## src/rtl/od_line_tx.sv

```systemverilog
// ---------------------------------------------------------------------------
// od_line_tx -- serial transmitter for a shared open-drain line.
//
// A word is accepted from a valid/ready handshake and shifted out MSB first.
// Each bit lasts BIT_CYCLES clocks and is followed by one stop period of the
// same length. The block only ever pulls the line low or releases it. The
// line is sampled on the last cycle of every period. If the line reads low
// while this block is releasing it, another driver has won. The transfer is
// then abandoned with an arb_lost pulse.
//
// Parameters
//   DATA_W      word width in bits (>= 2)
//   BIT_CYCLES  clocks per transmitted bit (>= 2; >= 3 with the synchronizer)
//
// Ports
//   clk        in   sole clock, rising edge
//   rst        in   asynchronous, active-high reset
//   tx_valid   in   word offered on tx_data
//   tx_data    in   word to send, MSB first
//   tx_ready   out  word can be accepted this cycle (IDLE and not in reset)
//   line_oe    out  1 = pull shared line low, 0 = release it
//   line_in    in   resolved value of the shared line
//   busy       out  transfer in progress
//   done       out  one-cycle pulse: word and stop period sent without loss
//   arb_lost   out  one-cycle pulse: line read low while released by us
//
// Build option
//   OD_LINE_TX_SYNC_EN  when defined, line_in passes through a two-flop
//                       synchronizer (reset to 1) before it is sampled.
// ---------------------------------------------------------------------------
module od_line_tx #(
    parameter int DATA_W     = 8,
    parameter int BIT_CYCLES = 4
) (
    input  logic              clk,
    input  logic              rst,
    input  logic              tx_valid,
    input  logic [DATA_W-1:0] tx_data,
    output logic              tx_ready,
    output logic              line_oe,
    input  logic              line_in,
    output logic              busy,
    output logic              done,
    output logic              arb_lost
);

    localparam int CNT_W = (BIT_CYCLES > 1) ? $clog2(BIT_CYCLES) : 1;
    localparam int IDX_W = (DATA_W > 1) ? $clog2(DATA_W) : 1;

    localparam logic [CNT_W-1:0] CNT_LAST = CNT_W'(BIT_CYCLES - 1);
    localparam logic [IDX_W-1:0] IDX_LAST = IDX_W'(DATA_W - 1);

    typedef enum logic [1:0] {
        IDLE = 2'd0,
        DATA = 2'd1,
        STOP = 2'd2
    } state_t;

    state_t             state_q, state_d;
    logic [CNT_W-1:0]   cnt_q,   cnt_d;
    logic [IDX_W-1:0]   idx_q,   idx_d;
    logic [DATA_W-1:0]  sh_q,    sh_d;
    logic               oe_q,    oe_d;
    logic               done_q,  done_d;
    logic               lost_q,  lost_d;

    // Value of the line as seen at the sample point.
    logic line_s;

`ifdef OD_LINE_TX_SYNC_EN
    logic sync1_q, sync2_q;

    // Both stages reset to 1 (released line), so reset never looks like a
    // remote driver holding the line low.
    always_ff @(posedge clk or posedge rst) begin
        if (rst) begin
            sync1_q <= 1'b1;
            sync2_q <= 1'b1;
        end else begin
            sync1_q <= line_in;
            sync2_q <= sync1_q;
        end
    end

    assign line_s = sync2_q;
`else
    assign line_s = line_in;
`endif

    logic sample;
    logic loss;

    assign sample = (cnt_q == CNT_LAST);
    // Only a sample taken while we release the line can reveal a loss; when we
    // pull it low ourselves, a low reading is expected.
    assign loss   = sample && !oe_q && !line_s;

    always_comb begin
        state_d = state_q;
        cnt_d   = cnt_q;
        idx_d   = idx_q;
        sh_d    = sh_q;
        oe_d    = oe_q;
        done_d  = 1'b0;
        lost_d  = 1'b0;

        case (state_q)
            IDLE: begin
                if (tx_valid) begin
                    state_d = DATA;
                    sh_d    = tx_data;
                    oe_d    = ~tx_data[DATA_W-1];
                    cnt_d   = '0;
                    idx_d   = '0;
                end
            end

            DATA: begin
                cnt_d = sample ? '0 : cnt_q + CNT_W'(1);
                if (loss) begin
                    state_d = IDLE;
                    oe_d    = 1'b0;
                    lost_d  = 1'b1;
                    idx_d   = '0;
                end else if (sample) begin
                    if (idx_q == IDX_LAST) begin
                        state_d = STOP;
                        oe_d    = 1'b0;
                        idx_d   = '0;
                    end else begin
                        idx_d = idx_q + IDX_W'(1);
                        sh_d  = sh_q << 1;
                        // The next bit sits just below the current MSB.
                        oe_d  = ~sh_q[DATA_W-2];
                    end
                end
            end

            STOP: begin
                cnt_d = sample ? '0 : cnt_q + CNT_W'(1);
                oe_d  = 1'b0;
                if (loss) begin
                    state_d = IDLE;
                    lost_d  = 1'b1;
                end else if (sample) begin
                    state_d = IDLE;
                    done_d  = 1'b1;
                end
            end

            default: begin
                state_d = IDLE;
                cnt_d   = '0;
                idx_d   = '0;
                oe_d    = 1'b0;
            end
        endcase
    end

    // The asynchronous reset clears oe_q immediately. Reset therefore releases
    // the line mid-transfer without waiting for an edge.
    always_ff @(posedge clk or posedge rst) begin
        if (rst) begin
            state_q <= IDLE;
            cnt_q   <= '0;
            idx_q   <= '0;
            sh_q    <= '0;
            oe_q    <= 1'b0;
            done_q  <= 1'b0;
            lost_q  <= 1'b0;
        end else begin
            state_q <= state_d;
            cnt_q   <= cnt_d;
            idx_q   <= idx_d;
            sh_q    <= sh_d;
            oe_q    <= oe_d;
            done_q  <= done_d;
            lost_q  <= lost_d;
        end
    end

    assign tx_ready = (state_q == IDLE) && !rst;
    assign busy     = (state_q != IDLE);
    assign line_oe  = oe_q;
    assign done     = done_q;
    assign arb_lost = lost_q;

endmodule

```

## config.mk

```make
export PLATFORM = sky130hd
export DESIGN_NAME = od_line_tx
export DESIGN_NICKNAME = d
export VERILOG_FILES = /design/src/rtl/od_line_tx.sv
export SDC_FILE = /design/constraint.sdc
export NUM_CORES = 1
export LEC_CHECK = 0
export BUFFER_PORTS_ARGS = -buffer_cell sky130_fd_sc_hd__buf_2
export CELL_PAD_IN_SITES_DETAIL_PLACEMENT = 1
export CELL_PAD_IN_SITES_GLOBAL_PLACEMENT = 1
export CORE_MARGIN = 3
export CORE_UTILIZATION = 41
export DETAILED_ROUTE_END_ITERATION = 10
export HOLD_SLACK_MARGIN = 0.15
export MAX_ROUTING_LAYER = met4
export PLACE_DENSITY_LB_ADDON = 0.25
export SLEW_MARGIN = 30
export SYNTH_ARGS = -nofsm -noshare
export SYNTH_HDL_FRONTEND = slang
export SYNTH_SLANG_ARGS = --single-unit
```

## constraint.sdc

```tcl
create_clock -name clk -period 1.6 [get_ports clk]
set_input_delay 0.32 -clock clk [delete_from_list [all_inputs] [get_ports clk]]
set_output_delay 0.32 -clock clk [all_outputs]
set_load 0.01 [all_outputs]
```

Yosys cells after proc, flatten, opt, wreduce, memory -nomap -nowiden --
Index checks and enable logic that the tools add are counted.
Operators by class: equality and inequality tests 11, reduce and logical (&&, ||, !) cells 14, add/subtract/negate cells 2, bitwise gates (word level) 3, multiplexer cells 30
Operator list (number):
- $mux 7 | 4
- $mux 2 | 8
- $pmux 7 s2 | 1
- $mux 3 | 4
- $mux 1 | 9
- $ne 3x3->1 const B | 3
- $pmux 3 s3 | 1
- $ne 2x2->1 const B | 4
- $pmux 2 s3 | 1
- $reduce_and 5->1 | 1
- $eq 2x2->1 const B | 2
- $pmux 2 s2 | 1
- $reduce_and 4->1 | 1
- $reduce_bool 2->1 | 2
- $add 3x1->3 const B | 1
- $eq 3x3->1 const B | 1
- $logic_and 1x1->1 | 3
- $logic_not 1->1 | 3
- $not 1->1 | 3
- $reduce_and 3->1 | 1
- $add 2x1->2 const B | 1
- $eq 2x1->1 const B | 1
- $logic_not 2->1 | 1
- $pmux 1 s2 | 1
- other kinds (2) | 2
Storage, ports and cells: output and inout port bits 5, logic and storage cells 67, bits of input ports 12, bits in registers 17

Logic depth before layout (Yosys ltp) --
Gate-level depths: netlist of run 1.
depth after elaboration 5, depth in mapped cells 7, gate-level depth less buffers 6

Worst setup path before layout of run 1 --
No wires, ideal clock.
path kind register -> register, from register state_q[1], to register state_q[0], stages on the path, launching flop included 7, data arrival time 1.341 ns, data required time 1.480 ns, path slack 0.139 ns, path through dfrtp_1 -> inv_1 -> ha_1 -> or2_1 -> a21oi_2 -> a21oi_1 -> a31o_1
Between the ends: cells in the longest elaborated chain, start to end 3, elaborated cells between the ends (all ways) 9
Ends and longest elaborated chain:
- from (decl) | line 59 | state_t state_q, state_d;
- from (signal assigned) | line 172 | state_q <= state_d;
- $eq 2x1->1, or another cell as far along | line 107 | case (state_q)
- $ne 3x3->1 (no line) or $ne 2x2->1 (tied branches)
- $reduce_and 4->1 (no line)
Several ways; a longest one is shown, not always the timed one. A chain may end at the register's enable or synchronous reset.

Final worst setup path of run 1 --
Ends and elaborated chain as after synthesis.

==> impl_metrics.toml, run 1 <==
[status]
status = "finished, violations left"
violations = "setup timing"

[sta]
skew_ps = 9.72
period_share = 1.01
setup_ws_ps = -9.06
max_freq_mhz = 621
rsz0062_at_grt = "yes"
fin_crit_ps = 1610
finalMaxSlewViolations = 0
hold_viol = 0
max_slew_margin = 0.798
setup_viol = 1
worst_pin_slew_ps = 301

[logic_synthesis]
synth.most_common_cell = "dfrtp_1"
netlist_top_cells_area = "dfrtp_1, ha_1, mux2i_1, a21oi_1, a31oi_1"
ys_ff_latch = 17
netlist_instances = 90
synth_largest_area_cell = "dfrtp_1"
synth_top_area_frac = 0.453
synth-edff-count = 0
yosys-top-cells-count = "dfrtp_1, a21oi_1, ha_1, mux2i_1"
ys_async_sr_fraction = 1.00
syn-num-nets = 110
netlist_area_um2 = 938
yosysWarnings = 0
ys_seq_area_frac = 0.453
ys.flop_type = "dfrtp_1"
avgSynthCellArea_um2 = 10.4
yosys.cell_types.count = 28

[drt]
drcViolationCount = 0
firstDrtPassIters = 4
num_vias = 810
drtAntennaViolNets = 0
wirelength_um = 2660
drt_iter0_drc = 6
wire_per_inst_um = 18.1
via_per_inst = 5.51

[clocking]
cts_made_buffers = 3
clkSlewWorstSetupHoldPaths_ps = 110
insertion_delay_ps = 310
cts.htree.levels = 1
clockBufferDepth = 2
cts_sinks = 17
cts_root_buf = "clkbuf_4"
cts_tree = "yes"

[worst_setup_path]
reg2reg_slack_ps = -9
crit_path_end_kind = "flip-flop"
worstPathCellList = "buf_4 > ha_2 > or2_4 > a21oi_4 > a21oi_1 > a31o_1"
cp.depth = 6
critPathTopFamily = "compound AO/OA/AOI/OAI gates"
worstRegToRegCells = 6
startpoint = "state_q[1]"
crit_buf_inv = 1
critPathArrivalTime_ps = 1810
path_class = "flip-flop to flip-flop"
slowest_delay_ps = 420
crit_slowest_cell = "dfrtp_1"
path_max_fanout = 3
start_kind = "flip-flop"
endpoint = "state_q[0]"
r2r-end = "state_q[0]"
reg2reg_from = "state_q[1]"
required_ps = 1800

[grt]
grt_overflow = 0
antenna_found_initial = 0
grt_pass1_vias = 801
grt_max_degree = 18
grt_use_total = 0.187
grt_pass1_wl_um = 3730

[die]
ios = 17
coreArea_um2 = 2060
die_h_um = 53.8
fp-row-count = 16
initial_utilization = 0.455
die_w_um = 53.8
die_area_um2 = 2900

[cells_and_area]
final_nets = 141
fill_cells = 233
syn_to_final_growth_pct = 30.8
n_antenna_cell = 0
drive_above_1_share = 0.408

[power]
ir_worst_vdd_mv = 1.15
p_total_w = 0.00229
total_leakage_power_nw = 0.573
power.density_nw_per_um2 = 1860

[placed_design]
gp_congestion = 0.806
hpwl_um = 1590
place_ws_ps = 40.8
io_buffers = 16

[worst_hold_path]
hold_path_class = "input pin to flip-flop"

[job]
drv_cap = 0
-- routing by layer --
metal,vias to the layer above,GRT usage,routed length [um]
met2,18,0.276,1330
met5,-,-,0
met3,4,0.0332,87
met1,405,0.244,1180
li1,383,-,-
met4,0,0.0936,71
-- cell families (layout without fill, tap and decap cells) --
family,after synthesis,in the layout,share of synthesized area
mux,7,7,0.0747
simple gates,17,17,0.103
flops,17,17,0.453
compound gates,29,29,0.199
buf+inv,12,42,0.0640
fa+ha+maj,8,8,0.107
-- power breakdown --
part / leakage (nW) / total [W] / internal [W] / switching (W)
Combinational: 0.349 / 0.00131 / 0.000627 / 0.000684
Sequential: 0.209 / 0.000728 / 0.000596 / 0.000132
Clock: 0.0150 / 0.000249 / 0.0000975 / 0.000151
-- worst min path at each step --
| stage | startpoint | to | slack (ps) | depth (start not counted) |
|---|---|---|---|---|
| floorplan | rst | arb_lost | 250 | 1 |
| global placement | rst | idx_q[1] | 360 | 3 |
| detailed placement | rst | idx_q[1] | 360 | 3 |
| CTS | line_in | arb_lost | 190 | 2 |
| global route | line_in | arb_lost | 210 | 2 |
| finish | line_in | arb_lost | 200 | 2 |
-- cells in the final DEF, fill, tap and decap left out, types with 3 or more instances in the layout --
cell type and count:
nand2_1 6, a31oi_1 6, buf_4 9, a21oi_1 10
ha_1 4, clkbuf_4 3, dfrtp_1 17, buf_2 17
inv_1 4, inv_2 4, mux2i_1 7
-- flip-flops by register name, indices dropped and copies added (netlist names) --
name      count
sh_q          7
idx_q         3
cnt_q         2
state_q       2
arb_lost      1
done          1
line_oe       1
-- area by class of cell --
type / instances / area, um^2 / share of cell area
inverters: 9 / 36.3 / 0.0296
well taps: 27 / 33.8 / 0.0275
multi-input cells: 61 / 512 / 0.417
flip-flops and latches: 17 / 425 / 0.347
clock buffers: 4 / 26.3 / 0.0214
repair buffers: 29 / 194 / 0.158
-- what timing repair did --
item | in CTS | in global routing
resized for setup | 4 | 13
hold buffers | 1 | 0
hold endpoints to repair | 17 | 0
endpoints found under the setup margin | 1 | 14
pin swaps | 2 | 4
gates cloned | 0 | 1
buffers inserted | 1 | 4
-- per-stage QoR --
| stage | std cells | TNS (ps) | area, um^2 | hold slack [ps] | util |
|---|---|---|---|---|---|
| floorplan | 90 | 0 | 938 | 246 | - |
| global placement | 136 | 0 | 1080 | 355 | 0.525 |
| detailed placement | 136 | 0 | 1080 | 360 | 0.525 |
| CTS | 142 | 0 | 1140 | 190 | 0.553 |
| global route | 147 | -119 | 1230 | 213 | 0.595 |
| finish | 147 | -9.06 | 1230 | 201 | 0.595 |
-- worst register-to-register path, delay by kind of cell, from the launching register on --
kind | cells | cell delay, ps
flops | 1 | 420
compound gates | 3 | 480
fa+ha+maj | 1 | 200
simple gates | 1 | 250
buf+inv | 1 | 150
(Power assumes the default switching activity.)
==> run 2, diff against run 1 <==
--- a/config.mk
+++ b/config.mk
@@ -14,6 +14,7 @@
 export HOLD_SLACK_MARGIN = 0.15
 export MAX_ROUTING_LAYER = met4
 export PLACE_DENSITY_LB_ADDON = 0.25
+export SETUP_SLACK_MARGIN = 0.5
 export SLEW_MARGIN = 30
 export SYNTH_ARGS = -nofsm -noshare
 export SYNTH_HDL_FRONTEND = slang
==> run 2 against run 1 <==
- the flow still finishes with violations (setup timing)
- core utilization is 13 points higher
- setup slack worse by 61 ps
- routed wire length rose by 39%
- clock skew shrank 5.2 ps
- die area stayed put
- non-clock buffer count rose by 17
- critical path depth increased by 2
- first-iteration DRC count is 83% higher
- sequential share of layout area is 6.3 points lower
- critical path type unchanged
- critical endpoint is now idx_q[2]
- largest power group unchanged
==> impl_metrics.toml, run 2 (synthesis gave the netlist of run 1 again) <==
[clocking]
insertion_delay_ps = 290
cts_made_buffers = 3
cts.htree.levels = 1
clockBufferDepth = 2
clkSlewWorstSetupHoldPaths_ps = 110
cts_sinks = 17
cts_root_buf = "clkbuf_4"
cts_tree = "yes"

[die]
ios = 17
die_area_um2 = 2900
die_h_um = 53.8
die_w_um = 53.8
coreArea_um2 = 2060
fp-row-count = 16
initial_utilization = 0.455

[drt]
wire_per_inst_um = 22.6
via_per_inst = 5.61
firstDrtPassIters = 4
drcViolationCount = 0
num_vias = 920
wirelength_um = 3700
drt_iter0_drc = 11
drtAntennaViolNets = 0

[grt]
grt_overflow = 0
grt_pass1_vias = 1035
grt_use_total = 0.260
grt_max_degree = 18
antenna_found_initial = 0
grt_pass1_wl_um = 5010

[sta]
setup_ws_ps = -69.8
max_slew_margin = 0.761
period_share = 1.04
max_freq_mhz = 599
fin_crit_ps = 1670
rsz0062_at_grt = "yes"
worst_pin_slew_ps = 356
hold_viol = 0
hold_ws_ps = 231
finalMaxSlewViolations = 0
setup_viol = 8
skew_ps = 4.53

[worst_setup_path]
r2r-end = "idx_q[2]"
crit_path_end_kind = "flip-flop"
crit_slowest_cell = "dfrtp_1"
critPathMostFrequentCell = "buf_6"
worstPathCellList = "inv_2 > ha_4 > buf_6 > nor2b_4 > a211oi_4 > buf_6 > nand4_1 > o21ai_1"
critPathArrivalTime_ps = 1880
path_class = "flip-flop to flip-flop"
required_ps = 1810
start_kind = "flip-flop"
reg2reg_from = "state_q[1]"
reg2reg_slack_ps = -70
path_max_fanout = 6
worstRegToRegCells = 8
crit_buf_inv = 3
slowest_delay_ps = 410
critPathTopFamily = "flip-flops"

[cells_and_area]
final_cell_mix = "dfrtp_1, buf_2, buf_6"
largest_reg_flops = 7
final_common_cell = "dfrtp_1"
n_antenna_cell = 0
final_cell_area_um2 = 1500
syn_to_final_growth_pct = 60.1
drive_above_1_share = 0.569
fill_cells = 206
top_register = "sh_q"
instances_no_fill = 164
final_nets = 158
reg.largest.list = "sh_q: 7 flops, idx_q: 3 flops"

[status]
status = "finished, violations left"
violations = "setup timing"

[worst_hold_path]
hold_path_class = "input pin to flip-flop"
holdPathEnd = "arb_lost"
min-delay-start = "line_in"
min_delay_path_depth = 2

[power]
ir_worst_vdd_mv = 1.23
power.density_nw_per_um2 = 1970
total_leakage_power_nw = 0.683

[placed_design]
dp.cells = 134
gp_congestion = 0.795
io_buffers = 16
hpwl_um = 1680
place_area_um2 = 1130

[job]
drv_cap = 0
==> run 2: cell types whose count changed in the layout (fill, tap and decap cells not counted), moves of 2 or more <==
cell and delta:
ha_1 -2, o21ai_4 +2, buf_6 +14, ha_4 +3
o21ai_0 -2, a21oi_2 +7, buf_4 +4, a21oi_1 -7
==> run 2: power by group <==
group          total [W]  switching (W)  internal (W)
Combinational    0.00197       0.000967       0.00100
Sequential      0.000750       0.000154      0.000597
Clock           0.000236       0.000143     0.0000927
Total            0.00296        0.00126       0.00169
==> run 2: repair_timing <==
| action | in CTS | in global routing |
|---|---|---|
| pin swaps | 10 | 9 |
| endpoints found under the hold margin | 17 | 0 |
| setup endpoints to repair | 21 | 20 |
| hold buffers | 1 | 0 |
| gates cloned | 1 | 0 |
| setup buffers | 18 | 6 |
| resized for setup | 16 | 16 |
==> run 2: worst max path at each step <==
stage,cells past startpoint,to,startpoint,slack (ps)
final,8,idx_q[2],state_q[1],-70
after CTS,5,tx_ready,state_q[1],40
after floorplan,5,line_oe,cnt_q[0],190
after global routing,8,idx_q[2],state_q[1],-110
after detailed placement,6,sh_q[0],state_q[0],50
after global placement,6,state_q[0],state_q[1],100
==> run 2: routing by layer <==
metal | track usage | vias up | wire (um)
li1 | - | 415 | -
met1 | 0.279 | 465 | 1600
met2 | 0.442 | 34 | 1940
met3 | 0.0416 | 6 | 130
met4 | 0.166 | 0 | 32
met5 | - | - | 0
==> run 2: area by class of cell <==
cell class / count / area (um^2) / area share
clock buffer: 3 / 22.5 / 0.0150
clock inverter: 1 / 5.00 / 0.00333
inverter: 9 / 36.3 / 0.0241
multi-input combinational: 61 / 603 / 0.401
sequential: 17 / 425 / 0.283
tap: 27 / 33.8 / 0.0225
timing repair buffer: 46 / 377 / 0.251
==> run 2: metrics by stage <==
step                TNS [ps]  setup slack (ps)  power, W   util
CTS                        0              35.9   0.00250  0.663
global route            -860              -112   0.00313  0.729
global placement           0              97.5   0.00175  0.548
detailed placement         0              52.2   0.00182  0.548
finish                  -232             -69.8   0.00296  0.729
floorplan                  0               195   0.00158      -
==> run 3, diff against run 2 <==
--- a/config.mk
+++ b/config.mk
@@ -8,6 +8,7 @@
 export BUFFER_PORTS_ARGS = -buffer_cell sky130_fd_sc_hd__buf_2
 export CELL_PAD_IN_SITES_DETAIL_PLACEMENT = 1
 export CELL_PAD_IN_SITES_GLOBAL_PLACEMENT = 1
+export CORE_ASPECT_RATIO = 1.1
 export CORE_MARGIN = 3
 export CORE_UTILIZATION = 41
 export DETAILED_ROUTE_END_ITERATION = 10
==> run 3 against run 2 <==
- the flow now finishes without violations
- critical path depth down 3
- register-to-register slack better by 110 ps
- power down 4.4%
- cell area down 4.1%
- sequential power down 1%
- combinational power down 6%
- hold slack worse by 9.4 ps
- non-clock buffer count down 8
- clock power up 2%
- critical path type is now flip-flop to output pin
- clock skew up 7.9 ps
- via count down 4.1%
- setup slack better by 81 ps
==> impl_metrics.toml, run 3 (synthesis gave the netlist of run 1 again) <==
[grt]
grt_overflow = 0
grt_pass1_wl_um = 5080
antenna_found_initial = 0
grt_max_degree = 13
grt_use_total = 0.244
grt_pass1_vias = 987

[sta]
finalMaxSlewViolations = 0
setup_ws_ps = 10.9
max_freq_mhz = 629
setup_viol = 0
fin_crit_ps = 1590
skew_ps = 12.5
rsz0062_at_grt = "yes"
period_share = 0.993
setup_tns_ps = 0
worst_pin_slew_ps = 340
max_slew_margin = 0.772
hold_viol = 0

[die]
fp-row-count = 17
die_w_um = 51.6
initial_utilization = 0.450
coreArea_um2 = 2080
die_h_um = 56.2
die_area_um2 = 2900
ios = 17

[drt]
firstDrtPassIters = 4
via_per_inst = 5.62
wire_per_inst_um = 21.1
drtAntennaViolNets = 0
drt_iter0_drc = 9
num_vias = 882
wirelength_um = 3310
drcViolationCount = 0

[worst_setup_path]
slowest_delay_ps = 430
crit_buf_inv = 3
required_ps = 1280
crit_path_end_kind = "output pin"
start_kind = "flip-flop"
path_class = "flip-flop to output pin"
worstRegToRegCells = 6
cp.depth = 5
worstPathCellList = "inv_2 > ha_4 > inv_4 > nor2_2 > buf_2"
crit_slowest_cell = "dfrtp_1"
path_max_fanout = 3
critPathArrivalTime_ps = 1270
critPathTopFamily = "flip-flops"

[power]
netSwitchingPower_w = 0.00118
pwr-share-clk = 0.085
intPower_w = 0.00165
ir_worst_vdd_mv = 1.12
share_comb_of_total_power = 0.653
total_leakage_power_nw = 0.655
power.share.switching = 0.417
p_seq_frac = 0.262
p_total_w = 0.00283
power.density_nw_per_um2 = 1960

[clocking]
cts_root_buf = "clkbuf_4"
cts_tree = "yes"
cts.htree.levels = 1
insertion_delay_ps = 300
cts_made_buffers = 3
clkSlewWorstSetupHoldPaths_ps = 110
clockBufferDepth = 2
cts_sinks = 17

[cells_and_area]
final_core_util = 0.691
final_nets = 150
top_register = "sh_q"
fill_cells = 225
n_antenna_cell = 0
instances_no_fill = 157
drive_above_1_share = 0.535
largest_reg_flops = 7
syn_to_final_growth_pct = 53.6
reg.largest.list = "sh_q: 7 flops, idx_q: 3 flops"
final_cell_mix = "dfrtp_1, buf_2, buf_4"
final_common_cell = "dfrtp_1"

[status]
status = "completed"

[worst_hold_path]
hold_path_class = "input pin to flip-flop"
min_delay_path_depth = 2

[placed_design]
hpwl_um = 1800
gp_congestion = 0.771
dp.cells = 136
io_buffers = 16
place_ws_ps = 17.1

[job]
drv_cap = 0
## run 3: per-layer routing
metal,track usage,wire (um),part of all wire,vias to the layer above
met2,0.456,1840,0.56,26
met5,-,0,0,-
met3,0.0188,94,0.028,7
met4,0.0674,52,0.016,0
li1,-,-,-,404
met1,0.268,1320,0.40,445
## run 3: final timing paths
check | from | end | slack [ps]
setup / recovery | state_q[0] | tx_ready | 10
hold / removal | line_in | arb_lost | 220
setup reg to reg | state_q[0] | state_q[0] | 40
hold reg to reg | line_oe | arb_lost | 560
max in group asynchronous | rst | sh_q[3] | 560
min in group asynchronous | rst | done | 570
## run 3: power groups by stage
stage | Sequential (W) | Combinational [W] | Clock [W]
2_1_floorplan | 0.000706 | 0.000873 | 0
3_3_place_gp | 0.000726 | 0.00108 | 0
3_5_place_dp | 0.000739 | 0.00115 | 0
4_1_cts | 0.000716 | 0.00154 | 0.000243
5_1_grt | 0.000762 | 0.00198 | 0.000262
6_report | 0.000740 | 0.00185 | 0.000240
## run 3: repair_timing
action                                  4_1_cts  5_1_grt
setup buffers                                13        2
hold endpoints to repair                      7        0
cloned                                        0        1
endpoints found under the setup margin       21       20
pin swaps                                     9        1
resized for setup                            12       13
hold buffers                                  1        0
## run 3: layout make-up
type,count,area [um^2],share of cell area
Multi-Input combinational cell,61,593,0.411
Clock buffer,4,26.3,0.0182
Inverter,9,38.8,0.0269
Sequential cell,17,427,0.296
Tap cell,28,35.0,0.0243
Timing Repair Buffer,38,322,0.223
## run 3: per-stage QoR
| stage | hold slack [ps] | instance area, um^2 |
|---|---|---|
| final | 222 | 1440 |
| after CTS | 207 | 1350 |
| after global routing | 221 | 1440 |
| after global placement | 298 | 1150 |
| after floorplan | 246 | 1020 |
| after detailed placement | 306 | 1150 |
